===== src/rtl/alu_issue_stage.sv =====
// alu_issue_stage: command FIFO feeding registered ALU operands, with a
// result capture register presented over a valid/ready handshake.
//
// state   | meaning
// --------+-----------------------------------------------------------
// S_IDLE  | no command in flight; pop the FIFO head when one is queued
// S_ISSUE | operands on alu_*; capture alu_y into res_* on this edge
// S_HOLD  | res_valid high; wait for res_ready, then pop next or idle
module alu_issue_stage #(
  parameter int DEPTH = 2
) (
  input  logic        clk,
  input  logic        rst_n,
  input  logic        cmd_valid,
  output logic        cmd_ready,
  input  logic [31:0] cmd_a,
  input  logic [31:0] cmd_b,
  input  logic [3:0]  cmd_f,
  output logic [31:0] alu_a,
  output logic [31:0] alu_b,
  output logic [3:0]  alu_f,
  input  logic [63:0] alu_y,
  output logic        res_valid,
  input  logic        res_ready,
  output logic [63:0] res_y,
  output logic [3:0]  res_f,
  output logic        res_zero,
  output logic        res_err
);

  localparam int PW = (DEPTH > 1) ? $clog2(DEPTH) : 1;
  localparam int CW = $clog2(DEPTH + 1);

  typedef enum logic [1:0] {S_IDLE, S_ISSUE, S_HOLD} state_t;

  state_t          r_state;
  state_t          w_state_nxt;
  logic [67:0]     r_mem [DEPTH];
  logic [PW-1:0]   r_wr_ptr;
  logic [PW-1:0]   r_rd_ptr;
  logic [CW-1:0]   r_count;
  logic            r_in_ready;
  logic            w_push;
  logic            w_pop;
  logic            w_capture;
  logic            w_release;
  logic            w_nonempty;
  logic            w_div0;
  logic [67:0]     w_head;

  // r_in_ready keeps cmd_ready low through reset and releases it one edge later
  assign cmd_ready  = r_in_ready && (r_count != CW'(DEPTH));
  assign w_push     = cmd_valid && cmd_ready;
  // Pop decisions look at the count before any same-edge push
  assign w_nonempty = (r_count != '0);
  assign w_head     = r_mem[r_rd_ptr];
  assign w_div0     = ((alu_f == 4'b0011) || (alu_f == 4'b0100)) && (alu_b == 32'd0);

  // State register
  always_ff @(posedge clk or negedge rst_n) begin
    if (!rst_n) r_state <= S_IDLE;
    else        r_state <= w_state_nxt;
  end

  // Next-state logic
  always_comb begin
    w_state_nxt = r_state;
    case (r_state)
      S_IDLE:  if (w_nonempty) w_state_nxt = S_ISSUE;
      S_ISSUE: w_state_nxt = S_HOLD;
      S_HOLD:  if (res_ready) w_state_nxt = w_nonempty ? S_ISSUE : S_IDLE;
      default: w_state_nxt = S_IDLE;
    endcase
  end

  // FSM control strobes; res_valid is always high in S_HOLD
  always_comb begin
    w_pop     = 1'b0;
    w_capture = 1'b0;
    w_release = 1'b0;
    case (r_state)
      S_IDLE:  w_pop = w_nonempty;
      S_ISSUE: w_capture = 1'b1;
      S_HOLD: begin
        w_release = res_ready;
        w_pop     = res_ready && w_nonempty;
      end
      default: ;
    endcase
  end

  // FIFO storage; contents need no reset since count gates every read
  always_ff @(posedge clk) begin
    if (w_push) r_mem[r_wr_ptr] <= {cmd_f, cmd_b, cmd_a};
  end

  // FIFO pointers, occupancy and input-ready release
  always_ff @(posedge clk or negedge rst_n) begin
    if (!rst_n) begin
      r_wr_ptr   <= '0;
      r_rd_ptr   <= '0;
      r_count    <= '0;
      r_in_ready <= 1'b0;
    end else begin
      r_in_ready <= 1'b1;
      if (w_push) r_wr_ptr <= r_wr_ptr + PW'(1);
      if (w_pop)  r_rd_ptr <= r_rd_ptr + PW'(1);
      case ({w_push, w_pop})
        2'b10:   r_count <= r_count + CW'(1);
        2'b01:   r_count <= r_count - CW'(1);
        default: r_count <= r_count;
      endcase
    end
  end

  // Operand registers load only on a pop
  always_ff @(posedge clk or negedge rst_n) begin
    if (!rst_n) begin
      alu_a <= '0;
      alu_b <= '0;
      alu_f <= '0;
    end else if (w_pop) begin
      alu_a <= w_head[31:0];
      alu_b <= w_head[63:32];
      alu_f <= w_head[67:64];
    end
  end

  // Result capture; divide/modulo by zero overrides whatever the ALU drives
  always_ff @(posedge clk or negedge rst_n) begin
    if (!rst_n) begin
      res_valid <= 1'b0;
      res_y     <= '0;
      res_f     <= '0;
      res_zero  <= 1'b0;
      res_err   <= 1'b0;
    end else if (w_capture) begin
      res_valid <= 1'b1;
      res_f     <= alu_f;
      if (w_div0) begin
        res_y    <= '0;
        res_zero <= 1'b1;
        res_err  <= 1'b1;
      end else begin
        res_y    <= alu_y;
        res_zero <= (alu_y == 64'd0);
        res_err  <= 1'b0;
      end
    end else if (w_release) begin
      res_valid <= 1'b0;
    end
  end

endmodule


===== config.mk =====
export PLATFORM = sky130hd
export DESIGN_NAME = alu_issue_stage
export DESIGN_NICKNAME = d
export VERILOG_FILES = /design/src/rtl/alu_issue_stage.sv
export SDC_FILE = /design/constraint.sdc
export NUM_CORES = 1
export LEC_CHECK = 0
export ABC_AREA = 1
export CAP_MARGIN = 0
export CORE_ASPECT_RATIO = 1.2
export CORE_MARGIN = 10
export CORE_UTILIZATION = 35
export DETAILED_ROUTE_END_ITERATION = 10
export DONT_BUFFER_PORTS = 1
export SYNTH_ARGS = -nofsm -noshare
export SYNTH_HDL_FRONTEND = slang
export SYNTH_SLANG_ARGS = --single-unit

===== constraint.sdc =====
create_clock -name clk -period 4.25 [get_ports clk]
set_input_delay 0.85 -clock clk [delete_from_list [all_inputs] [get_ports clk]]
set_output_delay 0.85 -clock clk [all_outputs]
set_load 0.05 [all_outputs]

Yosys cells after proc, flatten, opt, wreduce, memory -nomap -nowiden
Memories as Yosys holds them, arrays and structs flattened. A register that Yosys moved wholly into a read port is not among the register bits.
Index checks and enable logic that the tools add are counted.
Word-level totals
  register bits after elaboration: 78
  memory bits (writable): 136
  input bits: 136
  output and inout bits: 140
  logic and storage cells: 52
  memories kept: 1
Cells by class
  add/sub/neg operators: 4
  equal/unequal tests: 9
  muxes and demuxes: 15
  reductions and logical operators: 13
Memory list
  r_mem: words 2, width 68, read ports 1, clocked after Yosys merged registers in 1, wr ports 1, line 38  | logic [67:0] r_mem [DEPTH];
Operator list (number)
  $logic_not A64 Y1: 1
  $mux W64: 1
  $logic_not A32 Y1: 1
  $mux W1: 9
  $ne A2 B2 Y1 const B: 3
  $pmux W2 S3: 1
  $reduce_bool A2 Y1: 3
  $eq A2 B1 Y1 const B: 2
  $eq A2 B2 Y1 const B: 2
  $eq A4 B2 Y1 const B: 1
  $eq A4 B3 Y1 const B: 1
  $logic_and A1 B1 Y1: 4
  $mux W2: 2
  $pmux W2 S2: 1
  $add A1 B1 Y1 const B: 2
  $add A2 B1 Y2 const B: 1
  $logic_not A2 Y1: 1
  $pmux W1 S2: 1
  $reduce_and A2 Y1: 1
  $sub A2 B1 Y2 const B: 1
  $logic_not A1 Y1: 1
  $logic_or A1 B1 Y1: 1

Logic depth before layout (Yosys ltp)
  depth after elaboration: 5
  depth in mapped cells: 10
  depth with buffers taken out: 9

Worst setup path after synthesis
No wires, ideal clock.
  path type: reg-to-reg
  from: register r_count[0]
  to: memory r_mem[0][0], enable pin
  arrival time: 4.856 ns
  setup slack: -1.101 ns
  stages on the path, launching flop included: 5
  buffers on the path: 0
  path through: dfrtp_1 > inv_2 > a21boi_0 > nand2_1 > nor2_1
On the way
  cells in the longest elaborated chain, start to end: 5
Ends and longest elaborated chain
  start: declaration: line 41  | logic [CW-1:0] r_count;
  start signal: assignment: line 109  | 2'b10: r_count <= r_count + CW'(1);
  start signal: assignment: line 110  | 2'b01: r_count <= r_count - CW'(1);
  start signal: assignment: line 111  | default: r_count <= r_count;
  $ne A2 B2 Y1: line 52  | assign cmd_ready = r_in_ready && (r_count != CW'(DEPTH));
  $logic_and A1 B1 Y1: line 52
  net cmd_ready: line 15  | output logic cmd_ready,
  $logic_and A1 B1 Y1: line 53  | assign w_push = cmd_valid && cmd_ready;
  $mux W1: line 94  | if (w_push) r_mem[r_wr_ptr] <= {cmd_f, cmd_b, cmd_a};
  $mux W1 (implied by the code): line 94
  end: declaration: line 38
The timed path passes the listed nets, and every way through them passes these cells.

Worst setup path in the final report
  from: register r_count[0]
  to: memory r_mem[1][64], enable pin
Same word-level chain as after synthesis.

==> out/qor.yml <==
wire_per_inst_um: 20.4
cts_made_buffers: 29
syn_inst: 944
clk_latency_ns: 0.55
rsz0062_at_grt: "no"
num_rows: 70
core_sq_um: 30500
drv_cap: 0
period_needed_ns: 2.40
hpwl_um: 18800
die_x_um: 181
dieHeight_um: 213
grt.overflow.total: 0
yosysWarnings: 0
final_nets: 1071
multi_input_area_sq_um: 2780
path_clk_slew_ns: 0.06
drtIter0Drc: 409
clockBufferDepth: 3
yosysSeqAreaShare: 0.714
dieArea_sq_um: 38400
grt_pass1_vias: 6650
r2r_start: "r_count[0]"
syn-num-nets: 1081
pwr_density_cell_nw_per_um2: 957
status: "finished clean"
tns_ns: 0
grt_max_degree: 147
htreeDepth: 1
ys_ff_latch: 282
final_max_slew_viol_count: 0
grt_usage: 0.139
cp_common_cell: "buf_4"
antenna_found_initial: 0
max_slew_margin: 0.332
met1_length_um: 9550
fin_hold_ws_ns: 0.270
cts_resized: 0
pre_cts_ws_ns: 1.57
hold_violations: 0
critPathMaxStageDelay_ns: 0.73
grt_pass1_wl_um: 42000
crit_fanout: 68
drt-total-wl_um: 27600
gp_congestion: 0.836
postLayoutSetupSlackWorst_ns: 1.85
final_cells: 1352
nFillCells: 2906
dr.max_layer_used: "met4"
tightest_slew_ns: 1.00
wl_met3_um: 4560
drive_above_1_share: 0.0941
dr.pass1.iters: 6
num_vias: 6697
setup_viol: 0
diodes: 0
fin_crit_sh: 0.564
drcViolationCount: 0
synth.top_cell.area_share: 0.377
crit_chain: "inv_2, a21boi_1, buf_4, nand2_1, nor2_4, buf_4"
worstPathArrival_ns: 2.56
crit_buf_inv: 3
viasPerCell: 4.95
start_util: 0.356
critPathSlowestCell: "buf_4"
synthTopCellsByArea: "edfxtp_1, dfrtp_1, nand2_1"
register_area_sq_um: 7740
ant_nets: 0
met2_length_um: 12700
vdd_drop_max_v: 0.000581
post_dp_cell_area_sq_um: 11100
avgSynthCellArea_sq_um: 11.5
fin_area_sq_um: 12100
crit_type: "reg -> reg"
synth_top_cell_by_area: "edfxtp_1"
cts_tree: "built"
clock-sinks: 282
crit_path_start: "r_count[0]"
total_power_mw: 11.6
pin_count: 276
timing.fmax_mhz: 417
fin_worst_skew_ns: 0.0136
hold_path_class: "in -> async"
p_leak_nw: 4.97
numPortBuffers: 0
cts_root_buf: "clkbuf_16"
start_kind: "flop"
yosys.cell_types.count: 26
synthesis.area_sq_um: 10800
cp.required_ns: 4.41
fin_util: 0.398
path_delay_family: "buffers and inverters"
syn_to_final_growth_pct: 12.0
place_inst: 1298
end_kind: "flop"
[per-layer routing]
metal / GRT usage / vias up
li1: - / 3156
met5: 0 / -
met1: 0.143 / 3198
met4: 0.0445 / 0
met2: 0.223 / 299
met3: 0.0936 / 44
[cells in the mapped netlist, drive strengths merged]
library cell	count
a21boi	1
a21oi	3
buf	37
clkbuf	15
clkinv	1
conb	1
dfrtp	146
edfxtp	136
ha	1
inv	15
nand2	238
nand3	67
nand4	1
nor2	202
o21ai	7
o31ai	68
or2	1
xnor2	1
xor2	3
[power by group]
group / leakage [nW] / switching, mW / internal [mW]
sequential: 3.02 / 3.04 / 3.72
combinational: 1.48 / 1.53 / 0.743
clock: 0.474 / 1.03 / 1.56
total: 4.97 / 5.60 / 6.02
[what timing repair did]
| item | CTS | global route |
|---|---|---|
| hold buffers | 1 | 0 |
| buffers inserted | 0 | 0 |
| endpoints found under the hold margin | 146 | 0 |
[placed cells by master, fill, tap and decap left out, types with 2 or more instances in the layout]
cell        instances
nand2_1           236
nor2_1            199
dfrtp_1           145
edfxtp_1          136
o31ai_1            63
nand3_1            47
clkbuf_16          29
nand3_2            20
inv_1              13
buf_4              10
clkinv_2            8
o21ai_0             7
clkbuf_1            7
o31ai_2             5
bufinv_16           5
inv_2               3
a21oi_1             3
nor2_4              3
xor2_1              3
clkinvlp_4          2
[path summary, 6_finish.rpt]
path	end	slack, ns	depth (start not counted)
max	r_mem[1][64]	1.85	6
min	res_y[7]	0.27	1
max reg2reg	r_mem[1][64]	1.85	6
min reg2reg	r_state[1]	0.50	1
max in group asynchronous	r_rd_ptr	3.25	1
min in group clk	r_mem[0][5]	0.40	0
[state kept, by name, summed over array words and instances (netlist names)]
| signal | count |
|---|---|
| r_wr_ptr | 1 |
| alu_f | 4 |
| res_valid | 1 |
| res_f | 4 |
| alu_b | 32 |
| res_err | 1 |
| r_state | 2 |
| r_count | 2 |
| r_rd_ptr | 1 |
| res_zero | 1 |
| r_mem | 136 |
| alu_a | 32 |
| r_in_ready | 1 |
| res_y | 64 |
[kinds of logic (layout without fill, tap and decap cells)]
group / after synthesis / count (layout) / share of synthesized area
flip-flops: 282 / 282 / 0.714
AO/OA/AOI/OAI: 79 / 79 / 0.0547
AND/OR/NAND/NOR: 509 / 509 / 0.194
adder cells (fa/ha/maj): 1 / 1 / 0.00115
other: 1 / 1 / 0.000346
buffers and inverters: 68 / 80 / 0.0329
XOR/XNOR: 4 / 4 / 0.00323
[cell type report]
| class | count | share of cell area |
|---|---|---|
| multi-input combinational | 594 | 0.229 |
| timing repair buffer | 11 | 0.00845 |
| clock buffer | 36 | 0.0619 |
| clock inverter | 17 | 0.0179 |
| tap | 396 | 0.0408 |
| inverter | 16 | 0.00495 |
| sequential | 282 | 0.637 |
Note: power is estimated with default switching activity, not from simulation.
